## config.mk

```make
export PLATFORM = sky130hd
export DESIGN_NAME = apb_event_ctrl
export DESIGN_NICKNAME = d
export VERILOG_FILES = /design/src/rtl/apb_event_ctrl.sv
export SDC_FILE = /design/constraint.sdc
export NUM_CORES = 1
export LEC_CHECK = 0
export BUFFER_PORTS_ARGS = -buffer_cell sky130_fd_sc_hd__buf_2
export CORE_MARGIN = 5
export CORE_UTILIZATION = 55
export CTS_CLUSTER_SIZE = 10
export DETAILED_ROUTE_END_ITERATION = 12
export MAX_ROUTING_LAYER = met4
export PLACE_DENSITY = 0.75
export SLEW_MARGIN = 20
export SYNTH_ARGS = -nofsm -noshare
export SYNTH_HDL_FRONTEND = slang
export SYNTH_SLANG_ARGS = --single-unit
```

## constraint.sdc

```tcl
create_clock -name HCLK -period 6 [get_ports HCLK]
set_clock_uncertainty 0.1 [all_clocks]
set_input_delay 1.2 -clock HCLK [delete_from_list [all_inputs] [get_ports HCLK]]
set_output_delay 1.2 -clock HCLK [all_outputs]
set_load 0.02 [all_outputs]
```

## src/rtl/apb_event_ctrl.sv

```systemverilog
// apb_event_ctrl: APB slave collecting irq/event lines into pending registers, with a sleep/wake FSM gating core fetch.
// Define EVENT_CTRL_LEVEL_EN to add IRQ_MODE (0x20), which selects level-sensitive irq lines.
module apb_event_ctrl #(
    parameter int APB_ADDR_WIDTH = 12,
    parameter int NB_LINES       = 32
) (
    input  logic                      HCLK,
    input  logic                      HRESETn,
    input  logic [APB_ADDR_WIDTH-1:0] PADDR,
    input  logic [31:0]               PWDATA,
    input  logic                      PWRITE,
    input  logic                      PSEL,
    input  logic                      PENABLE,
    output logic [31:0]               PRDATA,
    output logic                      PREADY,
    output logic                      PSLVERR,
    input  logic [NB_LINES-1:0]       irq_i,
    input  logic [NB_LINES-1:0]       event_i,
    output logic                      fetch_enable_o,
    output logic                      irq_o
);
    localparam logic [3:0] IDX_IRQ_EN   = 4'd0;
    localparam logic [3:0] IDX_IRQ_PEND = 4'd1;
    localparam logic [3:0] IDX_IRQ_ACK  = 4'd2;
    localparam logic [3:0] IDX_EVT_EN   = 4'd3;
    localparam logic [3:0] IDX_EVT_PEND = 4'd4;
    localparam logic [3:0] IDX_EVT_ACK  = 4'd5;
    localparam logic [3:0] IDX_SLP_CTRL = 4'd6;
    localparam logic [3:0] IDX_SLP_STAT = 4'd7;
    localparam logic [3:0] IDX_IRQ_MODE = 4'd8;

    typedef enum logic {ST_RUN, ST_SLEEP} state_t;
    state_t state_q, state_d;

    logic [NB_LINES-1:0] irq_en_q, irq_en_d, irq_pend_q, irq_pend_d;
    logic [NB_LINES-1:0] evt_en_q, evt_en_d, evt_pend_q, evt_pend_d;
    logic [NB_LINES-1:0] irq_in_q, evt_in_q, irq_set, evt_set, wdata;
    logic                sleep_req_q, sleep_req_d, irq_o_q, irq_o_d, wake;
    logic [3:0]          idx;
    logic                access, unmapped, slverr, wr_en, wr_sleep;
    logic                unused_bits;

    function automatic logic [31:0] zext(input logic [NB_LINES-1:0] v);
        logic [31:0] r;
        r = '0;
        r[NB_LINES-1:0] = v;
        return r;
    endfunction

    assign idx     = PADDR[5:2];
    assign access  = PSEL & PENABLE;
`ifdef EVENT_CTRL_LEVEL_EN
    assign unmapped = (idx > IDX_IRQ_MODE);
`else
    assign unmapped = idx[3];
`endif
    assign slverr   = access & (unmapped | (PWRITE & (idx == IDX_SLP_STAT)));
    assign wr_en    = access & PWRITE & ~slverr;
    assign wr_sleep = wr_en & (idx == IDX_SLP_CTRL);
    assign wdata    = PWDATA[NB_LINES-1:0];
    assign unused_bits = ^{PADDR, PWDATA};

    assign PSLVERR = slverr;
    assign PREADY  = 1'b1;

`ifdef EVENT_CTRL_LEVEL_EN
    logic [NB_LINES-1:0] irq_mode_q, irq_mode_d;
    assign irq_mode_d = (wr_en && idx == IDX_IRQ_MODE) ? wdata : irq_mode_q;
    assign irq_set    = (irq_i & ~irq_in_q) | (irq_i & irq_mode_q);

    always_ff @(posedge HCLK or negedge HRESETn) begin
        if (!HRESETn) irq_mode_q <= '0;
        else          irq_mode_q <= irq_mode_d;
    end
`else
    assign irq_set = irq_i & ~irq_in_q;
`endif
    assign evt_set = event_i & ~evt_in_q;

    // Clear is applied before set so a simultaneous rise or write-1-set always survives an ack.
    assign irq_en_d   = (wr_en && idx == IDX_IRQ_EN) ? wdata : irq_en_q;
    assign evt_en_d   = (wr_en && idx == IDX_EVT_EN) ? wdata : evt_en_q;
    assign irq_pend_d = (irq_pend_q & ~((wr_en && idx == IDX_IRQ_ACK) ? wdata : '0))
                      | irq_set | ((wr_en && idx == IDX_IRQ_PEND) ? wdata : '0);
    assign evt_pend_d = (evt_pend_q & ~((wr_en && idx == IDX_EVT_ACK) ? wdata : '0))
                      | evt_set | ((wr_en && idx == IDX_EVT_PEND) ? wdata : '0);
    assign irq_o_d    = |(irq_pend_d & irq_en_d);
    assign wake       = (|(evt_pend_q & evt_en_q)) | (|(irq_pend_q & irq_en_q));

    always_comb begin
        state_d        = state_q;
        sleep_req_d    = sleep_req_q;
        fetch_enable_o = 1'b1;
        case (state_q)
            ST_RUN: begin
                if (wr_sleep) begin
                    if (PWDATA[0] && !wake) begin
                        state_d     = ST_SLEEP;
                        sleep_req_d = 1'b1;
                    end else begin
                        sleep_req_d = 1'b0;
                    end
                end
            end
            ST_SLEEP: begin
                fetch_enable_o = 1'b0;
                if (wake || (wr_sleep && !PWDATA[0])) begin
                    state_d     = ST_RUN;
                    sleep_req_d = 1'b0;
                end
            end
            default: state_d = ST_RUN;
        endcase
    end

    always_ff @(posedge HCLK or negedge HRESETn) begin
        if (!HRESETn) begin
            state_q     <= ST_RUN;
            sleep_req_q <= 1'b0;
            irq_en_q    <= '0;
            irq_pend_q  <= '0;
            evt_en_q    <= '0;
            evt_pend_q  <= '0;
            irq_in_q    <= '0;
            evt_in_q    <= '0;
            irq_o_q     <= 1'b0;
        end else begin
            state_q     <= state_d;
            sleep_req_q <= sleep_req_d;
            irq_en_q    <= irq_en_d;
            irq_pend_q  <= irq_pend_d;
            evt_en_q    <= evt_en_d;
            evt_pend_q  <= evt_pend_d;
            irq_in_q    <= irq_i;
            evt_in_q    <= event_i;
            irq_o_q     <= irq_o_d;
        end
    end

    assign irq_o = irq_o_q;

    always_comb begin
        PRDATA = '0;
        if (access && !PWRITE) begin
            case (idx)
                IDX_IRQ_EN:   PRDATA = zext(irq_en_q);
                IDX_IRQ_PEND: PRDATA = zext(irq_pend_q);
                IDX_EVT_EN:   PRDATA = zext(evt_en_q);
                IDX_EVT_PEND: PRDATA = zext(evt_pend_q);
                IDX_SLP_CTRL: PRDATA = {31'b0, sleep_req_q};
                IDX_SLP_STAT: PRDATA = {31'b0, (state_q == ST_SLEEP)};
`ifdef EVENT_CTRL_LEVEL_EN
                IDX_IRQ_MODE: PRDATA = zext(irq_mode_q);
`endif
                default:      PRDATA = '0;
            endcase
        end
    end
endmodule

```

==> flow_summary.toml, run 1 <==
[outcome]
status = "completed"

[clock_network]
clock_sinks = 195
cts.hold.buffers_added = 0
clock_tree_from_tritoncts = "yes"
clk_root_buffer_cell = "clkbuf_16"
postCtsSetupBuffers = 0
clock_tree.buffer_depth = 2
cts-resized-gates = 0
cts_htree_levels = 4
clock_insertion_delay_worst_skew_ns = 0.43
path_clk_slew_ns = 0.07
clock_buffers_created_by_tritoncts = 17

[placement]
hpwl_um = 17350
place_ws_ns = 1.592
port_buffers = 139
gpl.final_weighted_congestion = 0.9052

[critical_path]
endpoint_kind = "output port"
r2r.worst_path.cells = 6
worstSetupPathType = "primary input to output port"
critical_path_peak_fanout = 33
cp-start-kind = "primary input"
critical_path_required_ns = 4.70
critical_path_arrival_ns = 3.19

[logic_synthesis]
ys_top_cells_by_area = "dfrtp_1, mux2_2, a221o_1, a22oi_1, nor2b_1"
netlist-cell-type-count = 33
synth.yosys.warnings = 0
async_flop_share_pct = 100.0
synth_top_flop_cell = "dfrtp_1"
synth-edff-count = 0
synth_top_area_cell = "dfrtp_1"
synthesis.nets = 800
yosys_register_bits = 195
synth.most_common_cell = "dfrtp_1"
yosysTopAreaCellShare_pct = 57.56
post_synth_most_frequent_cells = "dfrtp_1, a22oi_1, mux2_2, nor2b_1, a221o_1"
postSynthCellCount = 687
combined_area_of_all_synthesized_cells_um2 = 8478
synth-seq-area-share_pct = 57.56
synth_area_per_cell_um2 = 12.34

[drt]
detail_route.wl_per_cell_um = 25.51
post_drt_via_cell_ratio = 6.905
drt_iter0_drc = 901
drcViolationCount = 0
ant_nets = 0
detailroute.via_count = 6981
route.final.wire_length_um = 25790
drt_first_pass_iters = 7

[timing]
setup_viol = 0
transition_time_at_the_pin_with_the_least_slew_margin_ns = 1.058
layout_worst_path_cycle_share_pct = 74.82
maxClockFrequency_mhz = 222.8
grt_setup_unrepaired = "no"
layout_setup_ws_ns = 1.511
finalHoldViolations = 0
slew_headroom_pct = 29.45
tns_ns = 0
finalCriticalPeriod_ns = 4.489
timing_max_transition_violations_final = 0

[pwr]
seq_power_share_pct = 49.4
cell_internal_pwr_w = 0.002211
combinationalPowerShare_pct = 11.7
power.static_leakage_nw = 4.061
worst_ir_drop_vdd_mv = 0.3185
power.density_nw_per_um2 = 298.5
clock_network_fraction_of_design_power_pct = 38.9
sw_frac_of_total_pct = 25.56
total_switching_power_w = 0.0007592

[global_routing]
grt_start_max_net_pins = 83
gr-usage-all-layers_pct = 30.12
vias_in_the_first_global_route = 7138
grt_first_pass_wirelength_um = 40230
overflow = 0
number_of_antenna_violations_at_the_first_check_in_global_routing = 0

[floorplan]
die-width_um = 134.2
die_height_um = 134.2
start_util_pct = 55.98
core_region_area_um2 = 15150
num_rows = 45
design.die.area_um2 = 18000
top_level_pins = 149

[final_layout]
antenna_cells = 0
final.fill_count = 1144
nets = 925
area.growth.synth_to_final_pct = 17.37
post_route_cells_drive_above_1_share_pct = 31.11

[job]
max_cap_viol_count = 0

[hold_path]
type_of_the_worst_min_delay_path = "flop to flop"
holdPathStages = 1
==> state kept, by name, summed over array words and instances, names as in the netlist <==
name	cells
evt_en_q	32
evt_in_q	32
evt_pend_q	32
irq_en_q	32
irq_in_q	32
irq_pend_q	32
irq_o	1
sleep_req_q	1
state_q	1
==> cell usage in the layout (no fill, tap or decap), types with 3 or more instances in the layout <==
master     Yosys  layout
a221oi_1      16      16
a221o_1       64      64
a22o_1        16      16
mux2_2        65      65
dfrtp_1      195     195
a21oi_1       31      31
or4_1          3       3
and2_1         3       3
nor2_1         4       3
buf_2         17     138
nand4_1       41      41
a22oi_1       79      79
clkinv_2       0       3
buf_4          2      15
clkbuf_16      0      17
bufinv_16      0       3
nor2b_1       65      64
nand2_1       37      37
==> critical path, stage by stage <==
cell and delay, ns:
buf_2 0.15, nor2_2 0.11, buf_4 0.39, and3_1 0.22
buf_4 0.44, a22oi_1 0.17, a21oi_1 0.27, buf_2 0.22
==> power groups by stage <==
stage	Clock, W	Sequential, W	Combinational, W
6_report	0.00115	0.00147	0.000348
4_1_cts	0.00117	0.00147	0.000343
5_1_grt	0.00123	0.00148	0.000374
2_1_floorplan	0	0.00147	0.000189
3_3_place_gp	0	0.00148	0.000330
3_5_place_dp	0	0.00149	0.000339
==> layout make-up <==
cell class,count,area [um^2],share of cell area [%]
Multi-Input combinational cell,441,3405,34.21
Inverter,2,7.507,0.07544
Timing Repair Buffer,155,837.1,8.412
Clock inverter,12,157.7,1.584
Clock buffer,18,429.2,4.313
Sequential cell,195,4880,49.04
Tap cell,188,235.2,2.364
==> worst paths after layout <==
kind	endpoint	startpoint	slack, ns
min in group asynchronous	evt_pend_q[10]$_DFF_PN0_	HRESETn	0.71
max in group asynchronous	evt_in_q[16]$_DFF_PN0_	HRESETn	3.72
min	evt_en_q[11]$_DFFE_PN0P_	evt_en_q[11]$_DFFE_PN0P_	0.44
max reg2reg	sleep_req_q$_DFFE_PN0P_	irq_en_q[27]$_DFF_PN0_	3.58
max	PRDATA[26]	PADDR[5]	1.51
min reg2reg	evt_en_q[11]$_DFFE_PN0P_	evt_en_q[11]$_DFFE_PN0P_	0.44
==> cells by family after synthesis <==
| kind of cell | count (synthesis) | synth area share, % |
|---|---|---|
| AOI/OAI and AO/OA | 214 | 20.35 |
| DFF | 195 | 57.56 |
| and+or+nand+nor | 161 | 10.73 |
| muxes | 65 | 8.633 |
| buffers and inverters | 51 | 2.686 |
| other | 1 | 0.04423 |
==> layer usage <==
layer	track usage, %	vias to the layer above	routed length [um]
li1	-	2941	-
met1	39.67	3557	10390
met2	45.99	436	12350
met3	8.890	47	2557
met4	8.710	0	490
met5	-	-	0
==> stage by stage <==
step           cells  cell area [um^2]  util [%]  hold WS, ns  total power, W
2_1_floorplan    687              8478         -       0.3764        0.001656
3_3_place_gp     981              9364     61.83       0.4065        0.001813
3_5_place_dp     981              9364     61.83       0.4228        0.001829
4_1_cts         1011              9951     65.70       0.4409        0.002974
5_1_grt         1011              9951     65.70       0.4605        0.003080
6_report        1011              9951     65.70       0.4418        0.002970
Power figures use the tool's default switching activity.
==> run 2: changes to the inputs <==
clock period = 4.2 ns   (was 6 ns; I/O delays follow)
==> flow_summary.toml, run 2 (synthesized netlist as in run 1, its figures left out) <==
[clock_network]
clock_tree_from_tritoncts = "yes"
cts.hold.buffers_added = 0
clock_insertion_delay_worst_skew_ns = 0.43
cts_htree_levels = 4
clock_tree.buffer_depth = 2
cts-resized-gates = 0
clock_sinks = 195
postCtsSetupBuffers = 0
path_clk_slew_ns = 0.07
clk_root_buffer_cell = "clkbuf_16"
clock_buffers_created_by_tritoncts = 17

[timing]
worst_hold_slack_ns = 0.3729
layout_worst_path_cycle_share_pct = 85.92
timing_max_transition_violations_final = 0
finalHoldViolations = 0
slew_headroom_pct = 46.34
tns_ns = 0
setup_viol = 0
transition_time_at_the_pin_with_the_least_slew_margin_ns = 0.8049
grt_setup_unrepaired = "no"
finalCriticalPeriod_ns = 3.609
maxClockFrequency_mhz = 277.1

[global_routing]
overflow = 0
grt_first_pass_wirelength_um = 40180
vias_in_the_first_global_route = 7145
gr-usage-all-layers_pct = 29.90
grt_start_max_net_pins = 99
number_of_antenna_violations_at_the_first_check_in_global_routing = 0

[drt]
ant_nets = 0
drt_iter0_drc = 832
drcViolationCount = 0
detailroute.via_count = 6917
detail_route.wl_per_cell_um = 25.30
post_drt_via_cell_ratio = 6.801
drt_first_pass_iters = 6
route.final.wire_length_um = 25730

[critical_path]
worstPathCellList = "buf_2 > nor2b_2 > nand2_1 > o21ai_0 > or4_1 > buf_4 > a21oi_1 > buf_2"
critical_path_required_ns = 3.26
critical_path_arrival_ns = 2.67
r2r.worst_path.cells = 6
worstReg2RegEnd = "sleep_req_q$_DFFE_PN0P_"
timing.rr.start = "evt_en_q[28]$_DFFE_PN0P_"
cpMostUsedCell = "buf_2"
delay_contributed_by_the_slowest_stage_of_the_critical_path_ns = 0.47
register_to_register_setup_slack_ns = 1.78
worstSetupPathType = "primary input to output port"
worst_path_slowest_cell = "or4_1"
critical_path_peak_fanout = 32
cp-start-kind = "primary input"
endpoint_kind = "output port"

[pwr]
power.static_leakage_nw = 4.078
worst_ir_drop_vdd_mv = 0.3574
finalPower_w = 0.004172
power.density_nw_per_um2 = 418.1

[final_layout]
area.growth.synth_to_final_pct = 17.71
post_route_cells_drive_above_1_share_pct = 31.60
final_cell_mix = "dfrtp_1, buf_2, a22oi_1, mux2_2"
antenna_cells = 0
nets = 929
mostFrequentLayoutCell = "dfrtp_1"
final.fill_count = 1141

[floorplan]
design.die.area_um2 = 18000
num_rows = 45
top_level_pins = 149
die_height_um = 134.2
start_util_pct = 55.98
die-width_um = 134.2
core_region_area_um2 = 15150

[outcome]
status = "completed"

[placement]
port_buffers = 139
gpl.final_weighted_congestion = 0.8998
hpwl_um = 17520

[job]
max_cap_viol_count = 0

[hold_path]
type_of_the_worst_min_delay_path = "primary input to asynchronous set/reset pin"
-- run 2: report_power, final --
part,switching [W],internal [W]
clock network,0.000710,0.000866
registers,0.0000956,0.00200
logic,0.000276,0.000223
total,0.00108,0.00309
-- run 2: area by class of cell --
type                    instances  area (um^2)  area share, %
well taps                     188        235.2          2.357
clock inverters                11        102.6          1.028
flip-flops and latches        195         4880          48.90
inverters                       2        7.507        0.07523
multi-input cells             441         3405          34.11
repair buffers                159        879.6          8.814
clock buffers                  21        470.5          4.714
-- run 2: metrics by stage --
| stage | util, % | std cells | cell area (um^2) | setup WS (ns) |
|---|---|---|---|---|
| after floorplan | - | 687 | 8478 | 0.5828 |
| after global placement | 62.11 | 985 | 9407 | 0.6984 |
| after detailed placement | 62.11 | 985 | 9407 | 0.6843 |
| after CTS | 65.89 | 1017 | 9980 | 0.6777 |
| after global routing | 65.89 | 1017 | 9980 | 0.4527 |
| final | 65.89 | 1017 | 9980 | 0.5913 |
-- run 2: per-layer routing --
| metal | share of wire [%] | track usage [%] | vias to the layer above |
|---|---|---|---|
| met1 | 40 | 39.43 | 3478 |
| met3 | 10 | 8.740 | 68 |
| met2 | 46 | 44.64 | 423 |
| met4 | 3.1 | 10.58 | 0 |
| met5 | 0 | - | - |
| li1 | - | - | 2948 |
-- run 2: how the worst max path moves through the flow --
stage | start | to | slack [ns]
2_1_floorplan | PADDR[3] | PRDATA[10] | 0.58
3_3_place_gp | PADDR[3] | PRDATA[26] | 0.70
3_5_place_dp | PADDR[3] | PRDATA[26] | 0.68
4_1_cts | PADDR[3] | PRDATA[26] | 0.68
5_1_grt | PADDR[3] | PRDATA[26] | 0.45
6_report | PADDR[3] | PRDATA[26] | 0.59
-- run 2: worst max-delay path, delay by kind of cell --
family | cells | cell delay (ns)
AOI/OAI and AO/OA | 2 | 0.41
buffers and inverters | 3 | 0.69
and+or+nand+nor | 3 | 0.71
==> run 3: changes to the inputs <==
ABC_AREA = 1   (was default)
CORE_ASPECT_RATIO = 1.1   (was default)
PLACE_DENSITY = 0.74   (was 0.75)
==> flow_summary.toml, run 3 <==
[global_routing]
overflow = 0
gr-usage-all-layers_pct = 27.17
number_of_antenna_violations_at_the_first_check_in_global_routing = 2
grt_first_pass_wirelength_um = 38330
grtUsageMet3_pct = 3.928
grt_busiest_layer = "met2"
grtUsageMet1_pct = 35.79
grt_start_max_net_pins = 104
vias_in_the_first_global_route = 7856
groute.layer.met2.usage_pct = 42.35

[drt]
detailroute.via_count = 7855
drt_first_pass_iters = 5
ant_nets = 0
drt_iter0_drc = 767
drcViolationCount = 0
route.final.wire_length_um = 23840
post_drt_via_cell_ratio = 5.512
detail_route.wl_per_cell_um = 16.73

[critical_path]
worstSetupPathType = "primary input to output port"
critical_path_required_ns = 3.26
endpoint_kind = "output port"
timing.rr.start = "evt_en_q[15]$_DFFE_PN0P_"
critical_path_peak_fanout = 20
cp-start-kind = "primary input"
cp-startpoint = "PADDR[5]"
critical_path_arrival_ns = 2.60

[logic_synthesis]
synth.most_common_cell = "nand2_1"
post_synth_most_frequent_cells = "nand2_1, dfrtp_1, inv_1, nor2_1, o21ai_0"
synth_area_per_cell_um2 = 8.263
synth-edff-count = 0
async_flop_share_pct = 100.0
synth-seq-area-share_pct = 55.04
combined_area_of_all_synthesized_cells_um2 = 8866
netlist-cell-type-count = 29
synth_top_flop_cell = "dfrtp_1"
yosysTopAreaCellShare_pct = 55.04
yosys_register_bits = 195
ys_top_cells_by_area = "dfrtp_1, nand2_1, inv_1, nor2_1, o21ai_0"
postSynthCellCount = 1073
synthesis.nets = 1186
synth_top_area_cell = "dfrtp_1"
synth.yosys.warnings = 0

[clock_network]
clock_tree_from_tritoncts = "yes"
clock_insertion_delay_worst_skew_ns = 0.44
clk_root_buffer_cell = "clkbuf_16"
path_clk_slew_ns = 0.07
postCtsSetupBuffers = 0
cts_htree_levels = 4
cts.hold.buffers_added = 0
cts-resized-gates = 0
clock_tree.buffer_depth = 2
clock_buffers_created_by_tritoncts = 17
clock_sinks = 195

[floorplan]
core_region_area_um2 = 15800
die_height_um = 143.2
die-width_um = 131.1
design.die.area_um2 = 18760
start_util_pct = 56.13
top_level_pins = 149
num_rows = 48

[final_layout]
mostFrequentLayoutCell = "nand2_1"
sequential_cell_area_um2 = 4880
layout.core_utilization_pct = 66.84
final.fill_count = 1329
post_route_cells_drive_above_1_share_pct = 16.35
multiInputGateArea_um2 = 3222
final_cell_mix = "nand2_1, dfrtp_1, inv_1, buf_2, nor2_1"
area.growth.synth_to_final_pct = 19.08
nets = 1323

[timing]
grt_setup_unrepaired = "no"
timing_max_transition_violations_final = 0
finalHoldViolations = 0
tns_ns = 0
layout_worst_path_cycle_share_pct = 84.19
finalCriticalPeriod_ns = 3.536
setup_viol = 0
transition_time_at_the_pin_with_the_least_slew_margin_ns = 0.8727
slew_headroom_pct = 41.76
maxClockFrequency_mhz = 282.8

[job]
max_cap_viol_count = 0

[placement]
gpl.final_weighted_congestion = 0.9153
hpwl_um = 16450
port_buffers = 139

[pwr]
worst_ir_drop_vdd_mv = 0.2965
power.density_nw_per_um2 = 435.1
power.static_leakage_nw = 5.341

[outcome]
status = "completed"

[hold_path]
worstHoldStart = "evt_in_q[3]$_DFF_PN0_"
type_of_the_worst_min_delay_path = "flop to flop"
==> run 3: cell count changes after synthesis, moves of 17 or more <==
cell | previous run | this run
a221o_1 | 64 | 0
a221oi_1 | 16 | 33
a22oi_1 | 79 | 0
inv_1 | 2 | 157
mux2_2 | 65 | 0
nand2_1 | 37 | 299
nand3_1 | 1 | 43
nand4_1 | 41 | 4
nor2_1 | 4 | 101
nor2b_1 | 65 | 0
o211ai_1 | 0 | 32
o21ai_0 | 2 | 58
o21ai_1 | 0 | 24
o22ai_1 | 1 | 23
==> run 3: power breakdown <==
group          switching (W)  leakage, nW  internal (W)  total [W]
clock network       0.000719        0.338       0.00121    0.00193
registers          0.0000818         2.08       0.00203    0.00211
logic               0.000344         2.92      0.000203   0.000547
==> run 3: metrics by stage <==
stage               hold WS [ns]  worst slack [ns]  total power (W)  area (um^2)  instances
floorplan                 0.3205             1.152         0.002456         8866       1073
global placement          0.3230            0.6579         0.002673         9846       1391
detailed placement        0.3270            0.6410         0.002692         9846       1391
CTS                       0.3327            0.6618         0.004606        10550       1423
global route              0.3532            0.5187         0.004789        10560       1425
finish                    0.3286            0.6640         0.004594        10560       1425
==> run 3: worst max-delay path: stages <==
cell and delay (ns):
buf_2 0.13, nor2_1 0.18, buf_4 0.23, inv_1 0.08, nor2_2 0.11, buf_4 0.31
inv_1 0.14, o221ai_1 0.19, a311oi_1 0.10, nor2_1 0.12, buf_2 0.18
==> run 3: cell type report <==
| class | count | area share (%) |
|---|---|---|
| multi-input cells | 679 | 30.52 |
| diodes | 2 | 0.04740 |
| flip-flops and latches | 195 | 46.22 |
| inverters | 159 | 5.653 |
| repair buffers | 158 | 8.497 |
| clock inverters | 12 | 2.370 |
| well taps | 200 | 2.370 |
| clock buffers | 20 | 4.326 |
==> run 3: per-layer routing <==
metal  wire (um)  part of all wire (%)  vias to the layer above
met5           0                     0                        -
met4         655                   2.7                        0
met3        1784                   7.5                       50
met2       11580                    49                      316
met1        9812                    41                     3732
li1            -                     -                     3757
==> run 3: path summary, 6_finish.rpt <==
| check | slack, ns | end | cells past startpoint |
|---|---|---|---|
| min reg2reg | 0.33 | evt_pend_q[3]$_DFF_PN0_ | 1 |
| max | 0.66 | PRDATA[0] | 11 |
| min in group asynchronous | 0.40 | evt_pend_q[18]$_DFF_PN0_ | 1 |
| max in group asynchronous | 2.81 | irq_en_q[31]$_DFF_PN0_ | 2 |
| min | 0.33 | evt_pend_q[3]$_DFF_PN0_ | 1 |
| max reg2reg | 2.53 | sleep_req_q$_DFFE_PN0P_ | 8 |
==> run 3: logic make-up after synthesis <==
logic type      count (synthesis)  share of synthesized area (%)
compound gates                220                          15.54
buf+inv                       199                          8.736
flops                         195                          55.04
other cells                     1                        0.04230
simple gates                  458                          20.65
